===== src/rtl/cnn_cfg_pkg.sv =====
// Shared constants and the writer state encoding for the conv stage.
// The input reader and the result writer both use these values.
package cnn_cfg_pkg;

    localparam int DATA_W  = 8;
    localparam int ADDR_W  = 15;
    localparam int CH      = 32;
    localparam int ROW_WIN = 61;
    localparam int MAX_WIN = 672;
    localparam int TIME_W  = 13;

    typedef enum logic [1:0] {
        S_IDLE    = 2'd0,
        S_COLLECT = 2'd1,
        S_END     = 2'd2,
        S_DONE    = 2'd3
    } wr_state_e;

    function automatic int cnt_w(input int n);
        return (n <= 1) ? 1 : $clog2(n);
    endfunction

endpackage


===== src/rtl/conv_result_writer_win_counter.sv =====
// Beat, column and window counters for the result writer.
// Each counter has a terminal-count flag.
module win_counter
    import cnn_cfg_pkg::*;
#(
    parameter int CH      = cnn_cfg_pkg::CH,
    parameter int ROW_WIN = cnn_cfg_pkg::ROW_WIN,
    parameter int MAX_WIN = cnn_cfg_pkg::MAX_WIN,
    localparam int BEAT_W = cnt_w(CH),
    localparam int COL_W  = cnt_w(ROW_WIN)
) (
    input  logic              clk,
    input  logic              rst_n,
    input  logic              clr,
    input  logic              beat_inc,
    output logic [BEAT_W-1:0] beat_cnt,
    output logic              beat_last,
    output logic              col_last,
    output logic [TIME_W-1:0] conv_time,
    output logic              time_last,
    output logic              time_full
);

    logic [BEAT_W-1:0] beat_cnt_q, beat_cnt_d;
    logic [COL_W-1:0]  col_cnt_q, col_cnt_d;
    logic [TIME_W-1:0] conv_time_q, conv_time_d;

    assign beat_last = (beat_cnt_q == BEAT_W'(CH - 1));
    assign col_last  = (col_cnt_q == COL_W'(ROW_WIN - 1));
    assign time_last = (conv_time_q == TIME_W'(MAX_WIN - 1));
    assign time_full = (conv_time_q == TIME_W'(MAX_WIN));

    always_comb begin
        beat_cnt_d  = beat_cnt_q;
        col_cnt_d   = col_cnt_q;
        conv_time_d = conv_time_q;
        if (clr) begin
            beat_cnt_d  = '0;
            col_cnt_d   = '0;
            conv_time_d = '0;
        end else if (beat_inc) begin
            if (beat_last) begin
                beat_cnt_d = '0;
                if (!time_full) begin
                    conv_time_d = conv_time_q + 1'b1;
                end
                // col_cnt counts completed windows within the row
                if (col_last) begin
                    col_cnt_d = '0;
                end else begin
                    col_cnt_d = col_cnt_q + 1'b1;
                end
            end else begin
                beat_cnt_d = beat_cnt_q + 1'b1;
            end
        end
    end

    always_ff @(posedge clk or negedge rst_n) begin
        if (!rst_n) begin
            beat_cnt_q  <= '0;
            col_cnt_q   <= '0;
            conv_time_q <= '0;
        end else begin
            beat_cnt_q  <= beat_cnt_d;
            col_cnt_q   <= col_cnt_d;
            conv_time_q <= conv_time_d;
        end
    end

    assign beat_cnt  = beat_cnt_q;
    assign conv_time = conv_time_q;

endmodule


===== src/rtl/conv_result_writer.sv =====
// Writes the conv-stage result stream into the feature-map RAM and issues
// the per-window conv_end / conv_time handshake to the input feeder.
//
// state   | meaning
// IDLE    | waiting for start; beats are dropped and flagged
// COLLECT | accepting beats of the current window
// END     | window just completed; conv_end high; beat here opens the next window
// DONE    | all windows written; layer_done high; beats dropped and flagged
module conv_result_writer
    import cnn_cfg_pkg::*;
#(
    parameter int DATA_W  = cnn_cfg_pkg::DATA_W,
    parameter int ADDR_W  = cnn_cfg_pkg::ADDR_W,
    parameter int CH      = cnn_cfg_pkg::CH,
    parameter int ROW_WIN = cnn_cfg_pkg::ROW_WIN,
    parameter int MAX_WIN = cnn_cfg_pkg::MAX_WIN
) (
    input  logic              clk,
    input  logic              rst_n,
    input  logic              start,
    input  logic              out_valid,
    input  logic [DATA_W-1:0] out_data,
    output logic              wr_en,
    output logic [ADDR_W-1:0] wr_addr,
    output logic [DATA_W-1:0] wr_data,
    output logic [TIME_W-1:0] conv_time,
    output logic              conv_end,
    output logic              row_end,
    output logic              layer_done,
    output logic              overflow,
    output logic              busy
);

    localparam int BEAT_W = cnt_w(CH);

    wr_state_e         state_q, state_d;
    logic [ADDR_W-1:0] base_q, base_d;
    logic              wr_en_q, wr_en_d;
    logic [ADDR_W-1:0] wr_addr_q, wr_addr_d;
    logic [DATA_W-1:0] wr_data_q, wr_data_d;
    logic              conv_end_q, conv_end_d;
    logic              row_end_q, row_end_d;
    logic              overflow_q, overflow_d;

    logic              accept;
    logic              win_done;
    logic [BEAT_W-1:0] beat_cnt;
    logic              beat_last;
    logic              col_last;
    logic              time_last;
    logic              time_full;

    win_counter #(
        .CH      (CH),
        .ROW_WIN (ROW_WIN),
        .MAX_WIN (MAX_WIN)
    ) u_win_counter (
        .clk       (clk),
        .rst_n     (rst_n),
        .clr       (start),
        .beat_inc  (accept),
        .beat_cnt  (beat_cnt),
        .beat_last (beat_last),
        .col_last  (col_last),
        .conv_time (conv_time),
        .time_last (time_last),
        .time_full (time_full)
    );

    always_comb begin
        state_d = state_q;
        accept  = 1'b0;
        unique case (state_q)
            S_IDLE: begin
                if (start) state_d = S_COLLECT;
            end
            S_COLLECT: begin
                accept = out_valid && !start;
                if (start) begin
                    state_d = S_COLLECT;
                end else if (accept && beat_last) begin
                    state_d = S_END;
                end
            end
            S_END: begin
                // once the final window closes, nothing more is accepted
                accept = out_valid && !start && !time_full;
                if (start) begin
                    state_d = S_COLLECT;
                end else if (time_full) begin
                    state_d = S_DONE;
                end else if (accept && beat_last) begin
                    state_d = S_END;
                end else begin
                    state_d = S_COLLECT;
                end
            end
            S_DONE: begin
                if (start) state_d = S_COLLECT;
            end
            default: state_d = S_IDLE;
        endcase
    end

    assign win_done = accept && beat_last;

    always_comb begin
        base_d     = base_q;
        wr_en_d    = accept;
        wr_addr_d  = wr_addr_q;
        wr_data_d  = wr_data_q;
        conv_end_d = win_done;
        row_end_d  = win_done && col_last;
        overflow_d = overflow_q;

        if (accept) begin
            wr_addr_d = base_q + ADDR_W'(beat_cnt);
            wr_data_d = out_data;
        end

        if (start) begin
            base_d     = '0;
            overflow_d = 1'b0;
        end else begin
            // base stops at the last window so it never wraps past the RAM
            if (win_done && !time_last) begin
                base_d = base_q + ADDR_W'(CH);
            end
            if (out_valid && !accept) begin
                overflow_d = 1'b1;
            end
        end
    end

    always_ff @(posedge clk or negedge rst_n) begin
        if (!rst_n) begin
            state_q    <= S_IDLE;
            base_q     <= '0;
            wr_en_q    <= 1'b0;
            wr_addr_q  <= '0;
            wr_data_q  <= '0;
            conv_end_q <= 1'b0;
            row_end_q  <= 1'b0;
            overflow_q <= 1'b0;
        end else begin
            state_q    <= state_d;
            base_q     <= base_d;
            wr_en_q    <= wr_en_d;
            wr_addr_q  <= wr_addr_d;
            wr_data_q  <= wr_data_d;
            conv_end_q <= conv_end_d;
            row_end_q  <= row_end_d;
            overflow_q <= overflow_d;
        end
    end

    assign wr_en      = wr_en_q;
    assign wr_addr    = wr_addr_q;
    assign wr_data    = wr_data_q;
    assign conv_end   = conv_end_q;
    assign row_end    = row_end_q;
    assign overflow   = overflow_q;
    assign layer_done = (state_q == S_DONE);
    assign busy       = (state_q == S_COLLECT) || (state_q == S_END);

endmodule

===== config.mk =====
export PLATFORM = sky130hd
export DESIGN_NAME = conv_result_writer
export DESIGN_NICKNAME = d
export VERILOG_FILES = /design/src/rtl/cnn_cfg_pkg.sv /design/src/rtl/conv_result_writer_win_counter.sv /design/src/rtl/conv_result_writer.sv
export SDC_FILE = /design/constraint.sdc
export NUM_CORES = 1
export LEC_CHECK = 0
export CORE_ASPECT_RATIO = 2
export CORE_MARGIN = 3
export CORE_UTILIZATION = 51
export CTS_CLUSTER_SIZE = 40
export DETAILED_ROUTE_END_ITERATION = 10
export MAX_ROUTING_LAYER = met4
export PLACE_DENSITY = 0.78
export SLEW_MARGIN = 20
export SYNTH_ARGS = -nofsm -noshare
export SYNTH_HDL_FRONTEND = slang
export SYNTH_HIERARCHICAL = 1
export SYNTH_SLANG_ARGS = --single-unit

===== constraint.sdc =====
create_clock -name clk -period 4.1 [get_ports clk]
set_input_delay 0.82 -clock clk [delete_from_list [all_inputs] [get_ports clk]]
set_output_delay 0.82 -clock clk [all_outputs]
set_load 0.02 [all_outputs]

[Word level (Yosys, flattened, before mapping)]
Index checks and enable logic that the tools add are counted.
Storage, ports and cells
  register bits: 68
  memories: 0
  memory bits (read-only): 0
  memory bits (writable): 0
  logic and storage cells: 71
  bits in latches: 0
Cells by class
  add/subtract/negate cells: 5
  shifts and indexed selects: 0
  equal/unequal tests: 10
  mux-type cells: 23
  multiply operators: 0
  bitwise gates (word level): 0
  $lt $le $gt $ge: 0
  reductions and logical operators: 22
  divide/modulo/power cells: 0
Operators by type and width (count)
  2-to-1 mux 13 bit: 4
  2-to-1 mux 15 bit: 2
  equality test 13 x 10 -> 1 bit (second input constant): 2
  2-to-1 mux 6 bit: 4
  adder 15 x 5 -> 15 bit: 1
  adder 15 x 6 -> 15 bit (second input constant): 1
  2-to-1 mux 5 bit: 3
  adder 13 x 1 -> 13 bit (second input constant): 1
  2-to-1 mux 2 bit: 6
  logical AND 1 bit: 8
  nonzero test 2 bit: 4
  adder 6 x 1 -> 6 bit (second input constant): 1
  equality test 6 bit (second input constant): 1
  one-hot mux 2 bit (3 select lines): 1
  adder 5 x 1 -> 5 bit (second input constant): 1
  equality test 5 bit (second input constant): 1
  equality test 2 bit (second input constant): 2
  zero test 1 bit: 4
  AND reduction 2 bit: 2
  inequality test 3 bit (second input constant): 1
  AND reduction 3 bit: 1
  equality test 2 x 1 -> 1 bit (second input constant): 1
  zero test 2 bit: 1
  2-to-1 mux 1 bit: 2
  other kinds (5): 5

[Longest topological paths before layout]
Gate-level depths: netlist of run 1.
  word-level depth: 8
  gate-level depth with buffers: 14
  mapped depth without buffers: 11

[Cells and area by module]
Netlist of run 1, hierarchy kept.
Modules (own cells, without submodules)
  conv_result_writer: area an instance 1710.4 um^2, sequential area each 975.9 um^2, instances 1, cells an instance 134
  win_counter: area an instance 1326.3 um^2, sequential area each 600.6 um^2, instances 1, cells an instance 136

[Worst setup path after synthesis of run 1]
No wires, ideal clock.
  path kind: register to register
  start point: register u_win_counter.conv_time_q[8], in the netlist u_win_counter/conv_time[8]
  end point: register u_win_counter.col_cnt_q[3]
  cell stages (with the launch flop): 13
  required time: 4.006 ns
  period minus slack after synthesis: 3.142 ns
  library setup time: 0.094 ns
  slack: 0.958 ns
  data arrival time: 3.048 ns
  cells stage by stage: dfrtp_1 -> or4_4 -> nor4_4 -> and2b_1 -> o21ai_2 -> buf_2 -> inv_1 -> buf_2 -> and2_1 -> buf_2 -> o21ai_0 -> xor2_1 -> a211oi_1
Between the ends
  cells in the longest elaborated chain, start to end: 6
RTL lines
  start: declaration: line conv_result_writer_win_counter.sv:26  | logic [TIME_W-1:0] conv_time_q, conv_time_d;
  start signal: assignment: line conv_result_writer_win_counter.sv:67  | conv_time_q <= conv_time_d;
  equality test 13 x 10 -> 1 bit: line conv_result_writer_win_counter.sv:31  | assign time_full = (conv_time_q == TIME_W'(MAX_WIN));
  named net time_full: line conv_result_writer.sv:51  | logic time_full;
  zero test 1 bit
  logical AND 1 bit: line conv_result_writer.sv:87  | accept = out_valid && !start && !time_full;
  one-hot mux 1 bit (2 select lines): line conv_result_writer.sv:73  | unique case (state_q)
  named net accept: line conv_result_writer.sv:45  | logic accept;
  nonzero test 2 bit (no line)
  AND reduction 2 bit (no line)
  end signal: assignment: line conv_result_writer_win_counter.sv:66  | col_cnt_q <= col_cnt_d;
  end: declaration: line conv_result_writer_win_counter.sv:25  | logic [COL_W-1:0] col_cnt_q, col_cnt_d;
The timed path passes the listed nets, and every way through them passes these cells.
A chain may end at the register's enable or synchronous reset.

[Final worst setup path of run 1]
  start point: register u_win_counter.conv_time_q[6], in the netlist u_win_counter/conv_time[6]
  end point: register u_win_counter.col_cnt_q[5]
The elaborated chain is that of the path after synthesis.

==> out/metrics.yaml, run 1 <==
crit_path_max_incr_delay_ns: 0.56
grt_max_degree: 44
worst_slack_ns: 1.02
gr-max-usage-layer: "met2"
finalCriticalPeriod_ns: 3.08
die_area_um2: 6970
synth-compound-area-share_pct: 9.15
r2r_slack_ns: 1.02
cts.path.max_buffers: 2
cap_violations: 0
nFillCells: 472
gp_congestion: 0.881
nets: 351
hold_depth: 1
fp.dieW_um: 60.6
crit_buf_inv: 1
grtUsageTotal_pct: 22.2
clk_pin_slew_ns: 0.05
met3_usage_pct: 5.51
rsz0062_at_grt: "false"
worstMarginPinSlew_ns: 0.671
setup_tns_ns: 0
synthAdderAreaFrac_pct: 4.53
power_uw: 1880
cpMaxStageDelayCell: "or4_4"
post_cts_buffers: 0
synth.area.mux_share_pct: 10.3
synth_flop_cell: "dfrtp_1"
cp_top_family: "simple AND/OR/NAND/NOR gates"
timing.final.crit_share_pct: 75.1
rows: 39
hold_path_class: "flop to flop"
crit_arrival_ns: 3.31
first_pass_iters: 4
cts_buffers: 9
core_area_um2: 5760
ys_ff_latch: 63
start_kind: "flop"
r2r-end: "u_win_counter/col_cnt_q[5]"
viasPerCell: 5.91
cts_resized: 0
synth-async-reset-ratio_pct: 100
seq_area_frac_synth_pct: 51.9
setup_viol: 0
post-dp-hpwl_um: 4570
max_freq_ghz: 0.325
critPathKind: "flop to flop"
ys_warn_count: 6
yosys.area_share.simple_pct: 17.8
antenna_found_initial: 0
outcome: "finished, final reports clean"
synth_xor_area_share_pct: 3.46
overflow: 0
rr_worst_depth: 9
finClkSkew_ns: 0.00354
syn_nets: 293
grt_pass1_wl_um: 11100
critPathMaxFanout: 12
syn_to_final_growth_pct: 28.8
slew_viol_final: 0
synth_cell_types: 50
synth-edff-count: 0
io-pin-count: 54
drc: 0
gr-usage-met1_pct: 24.2
netlist_instances: 270
powerDensity_nw_per_um2: 481
place_ws_ns: 0.911
routed_wl_um: 6820
cts_tree: "built"
drive_gt1_share_pct: 15.6
port_buffers: 53
vdd.ir_drop.worst_mv: 0.319
clockRootBuffer: "clkbuf_16"
syn_area_um2: 3040
crit_required_ns: 4.33
synth_top_family_by_area: "simple AND/OR/NAND/NOR gates"
first_iter_violations: 91
die-height_um: 115
htree_levels: 3
avgSynthCellArea_um2: 11.2
relSlewSlack_pct: 55.2
p_leak_uw: 0.00173
grt_pass1_vias: 2340
hold_buffers: 0
start_util_pct: 52.7
grtUsageMet2_pct: 36.5
cp_cell_sequence: "or4_4 -> nor4_4 -> and2b_1 -> o21ai_2 -> inv_1 -> and2_1 -> o2111ai_1 -> xor2_1 -> a211oi_1"
clk_latency_ns: 0.32
num_antenna_cells: 0
reg2reg_from: "u_win_counter/conv_time[6]"
hold_violations: 0
min_from: "wr_addr[13]"
crit_path_end_kind: "flop"
ant_nets: 0
cts_sinks: 63
wire_per_inst_um: 17.3
vias: 2330
hold_end: "wr_addr[13]"
==> state kept, by name, summed over array words and instances, names as in the netlist <==
name	count
wr_addr	15
u_win_counter/conv_time	13
base_q	10
wr_data	8
u_win_counter/col_cnt_q	6
u_win_counter/beat_cnt	5
state_q	2
conv_end	1
overflow	1
row_end	1
wr_en	1
==> synthesized netlist by cell type, types with 3 or more instances <==
master      n  area share (%)
nor2_1     23             2.8
o2111ai_1   3            0.87
a211oi_1    4            0.99
xnor2_1     3            0.87
xor2_1      9             2.6
nor3_1      3            0.49
inv_1      10             1.2
o21ai_0    11             1.8
mux2i_1     4             1.3
nand3_1     5            0.82
mux2_2     23             8.5
or3_1      10             2.1
ha_1       11             4.5
a21oi_1    17             2.8
nand2_1    13             1.6
dfrtp_1    63              52
and3_1      5             1.0
o31ai_1     3            0.74
nand4_1     9             1.9
buf_2       4            0.66
==> power breakdown <==
part / internal [µW] / total, µW / switching [µW]
Combinational: 204 / 433 / 229
Clock: 474 / 730 / 256
Sequential: 682 / 718 / 36.2
==> logic make-up after synthesis <==
family | Yosys count
and+or+nand+nor | 92
DFF | 63
AOI/OAI and AO/OA | 45
muxes | 28
buffers and inverters | 19
xor gates and xnor gates | 12
adders and majority gates | 11
==> metal layers <==
layer | wire [µm] | vias to the layer above | share of wire (%)
met5 | 0 | - | 0
met4 | 178 | 0 | 2.6
met3 | 225 | 16 | 3.3
met2 | 3790 | 71 | 56
met1 | 2620 | 1148 | 38
li1 | - | 1095 | -
==> stage by stage <==
step                      utilization (%)  area [µm²]  instances  hold WS (ns)
final                                67.9        3910        394         0.501
after global routing                 67.9        3910        394         0.514
after CTS                            67.9        3910        394         0.504
after detailed placement             62.8        3610        378         0.493
after global placement               62.8        3610        378         0.487
after floorplan                         -        3040        270         0.490
==> layout make-up <==
cell class                      instances  area [µm²]  share of cell area (%)
Sequential cell                        63        1580                    40.3
Inverter                               10        37.5                   0.960
Tap cell                               61        76.3                    1.95
Multi-Input combinational cell        188        1380                    35.2
Clock buffer                           14         284                    7.26
Clock inverter                          2        12.5                   0.320
Timing Repair Buffer                   56         548                    14.0
==> placed cells by master (no fill, tap or decap), types with 2 or more instances in the layout <==
cell and n:
nor4b_1 2, o21ai_0 11, and4_1 2, clkbuf_16 9, o31ai_1 3, nand3_1 5
xor2_1 9, a211oi_1 4, mux2_2 23, mux2i_1 4, a21oi_1 17, xnor2_1 3
dfrtp_1 63, inv_1 10, and2_1 2, nor3_1 3, and3_1 5, nor2_1 23
clkdlybuf4s50_1 52, nand4_1 9, nand2_1 13, ha_1 11, buf_4 3, or3_1 10
nand3b_1 2, o2111ai_1 3, or4b_2 2, clkbuf_8 4
==> worst max path at each step <==
stage | start | depth (start not counted) | slack (ns) | to
after floorplan | u_win_counter/conv_time[8] | 12 | 0.96 | u_win_counter/col_cnt_q[3]
after global placement | out_valid | 8 | 1.03 | u_win_counter/conv_time[2]
after detailed placement | out_valid | 8 | 0.91 | u_win_counter/conv_time[2]
after CTS | u_win_counter/conv_time[8] | 9 | 1.03 | u_win_counter/col_cnt_q[5]
after global routing | u_win_counter/conv_time[6] | 9 | 0.83 | u_win_counter/col_cnt_q[5]
final | u_win_counter/conv_time[6] | 9 | 1.02 | u_win_counter/col_cnt_q[5]
No activity file was read; power rests on OpenSTA's default activity.
==> run 2, diff against run 1 <==
clock period = 3.1 ns   (was 4.1 ns; I/O delays follow)
==> run 2 against run 1 <==
First-iteration DRC count increased by 2.2%. Worst setup slack worse by 0.78 ns. Critical endpoint is now u_win_counter/col_cnt_q[3]. Via count increased by 0.17%.
==> out/metrics.yaml, run 2 (synthesized netlist as in run 1, its figures left out) <==
fp.dieW_um: 60.6
layout_commonest_cell: "dfrtp_1"
viasPerCell: 5.88
crit_path_max_incr_delay_ns: 0.56
drc: 0
critPathKind: "flop to flop"
num_antenna_cells: 0
cts_sinks: 63
r2r_slack_ns: 0.24
drive_gt1_share_pct: 17.0
largest_register_ffs: 15
wire_per_inst_um: 16.9
finClkSkew_ns: 0.00544
first_iter_violations: 93
htree_levels: 3
die-height_um: 115
die_area_um2: 6970
utilization_pct: 68.4
powerDensity_nw_per_um2: 635
cp-startpoint: "u_win_counter/conv_time[6]"
start_kind: "flop"
overflow: 0
clockRootBuffer: "clkbuf_16"
slew_viol_final: 0
vdd.ir_drop.worst_mv: 0.429
clk_pin_slew_ns: 0.05
cp_cell_sequence: "or4_4 -> nor4_4 -> and2b_1 -> o21ai_2 -> inv_1 -> and2_2 -> o21ai_0 -> xor2_1 -> a211oi_1"
max_freq_ghz: 0.350
timing.final.crit_share_pct: 92.1
grt_max_degree: 44
setup_viol: 0
port_buffers: 53
rows: 39
finalCriticalPeriod_ns: 2.86
hold_buffers: 0
clk_latency_ns: 0.34
start_util_pct: 52.7
grt_pass1_vias: 2444
crit_path_end_kind: "flop"
outcome: "finished, final reports clean"
nets: 354
reg2reg_from: "u_win_counter/conv_time[6]"
nFillCells: 451
grtUsageTotal_pct: 22.9
grt_pass1_wl_um: 11400
cts.path.max_buffers: 2
hold_path_class: "primary input to asynchronous set/reset pin"
syn_to_final_growth_pct: 29.7
post-dp-hpwl_um: 4610
hold_violations: 0
antenna_found_initial: 0
routed_wl_um: 6720
setup_tns_ns: 0
io-pin-count: 54
cap_violations: 0
vias: 2334
rsz0062_at_grt: "false"
first_pass_iters: 4
cts_tree: "built"
layout_common_cells: "63 x dfrtp_1, 52 x clkdlybuf4s50_1, 23 x nor2_1, 23 x mux2_2, 17 x a21oi_1"
core_area_um2: 5760
endpoint: "u_win_counter/col_cnt_q[3]"
cts_buffers: 9
ant_nets: 0
crit_arrival_ns: 3.09
cpMaxStageDelayCell: "or4_4"
gp_congestion: 0.886
critPathMaxFanout: 11
p_leak_uw: 0.00173
rr_worst_depth: 9
relSlewSlack_pct: 69.1
worstMarginPinSlew_ns: 0.457
crit_required_ns: 3.33
r2r-end: "u_win_counter/col_cnt_q[3]"
==> run 2: cell types whose count changed in the layout (fill, tap and decap cells not counted) <==
| cell | delta |
|---|---|
| bufinv_16 | +1 |
| and2_1 | -1 |
| clkbuf_8 | -4 |
| clkinvlp_4 | +3 |
| clkinv_4 | +1 |
| clkbuf_1 | -1 |
| buf_4 | +3 |
| and2_2 | +1 |
==> run 2: area by class of cell <==
type | count | area (µm²) | share of cell area (%)
Tap cell | 61 | 76.3 | 1.94
Clock buffer | 9 | 225 | 5.72
Timing Repair Buffer | 59 | 571 | 14.5
Multi-Input combinational cell | 188 | 1380 | 35.0
Sequential cell | 63 | 1580 | 40.0
Inverter | 10 | 37.5 | 0.953
Clock inverter | 7 | 73.8 | 1.87
==> run 2: per-stage QoR <==
step,hold slack (ns),instances,setup WS [ns],instance area (µm²),total power [µW]
global placement,0.460,380,0.413,3630,1520
CTS,0.108,396,0.241,3930,2530
detailed placement,0.471,380,0.266,3630,1530
global route,0.120,397,0.0407,3940,2620
floorplan,0.324,270,0.125,3040,1300
finish,0.111,397,0.243,3940,2500
==> run 2: how the worst min path moves through the flow <==
stage | slack [ns] | cells after the start | end
after floorplan | 0.32 | 0 | base_q[10]
after global placement | 0.46 | 1 | overflow
after detailed placement | 0.47 | 1 | overflow
after CTS | 0.11 | 1 | base_q[9]
after global routing | 0.12 | 1 | base_q[9]
final | 0.11 | 1 | base_q[9]
==> run 2: report_power, final <==
group	switching [µW]	leakage (µW)	internal, µW
logic	293	0.000739	274
clock network	370	0.000134	620
registers	43.9	0.000859	902
total	706	0.00173	1800
==> run 2: worst max-delay path, delay by kind of cell, from the launching register on <==
| family | cells | cell delay (ns) |
|---|---|---|
| XOR/XNOR | 1 | 0.11 |
| AO/OA/AOI/OAI | 3 | 0.64 |
| AND/OR/NAND/NOR | 4 | 1.47 |
| buffers and inverters | 1 | 0.10 |
| flip-flops | 1 | 0.44 |
==> run 2: routing by layer <==
metal  share of wire, %  up-vias  GRT usage (%)
met5                  0        -              -
met4                2.3        0           13.5
met3                4.7       12           6.18
met2                 56       70           36.5
met1                 36     1154           24.7
li1                   -     1098              -
==> run 2: what timing repair did <==
action | 4_1_cts | 5_1_grt
setup buffers | 0 | 1
endpoints found under the setup margin | 0 | 1
gates resized for setup | 0 | 1
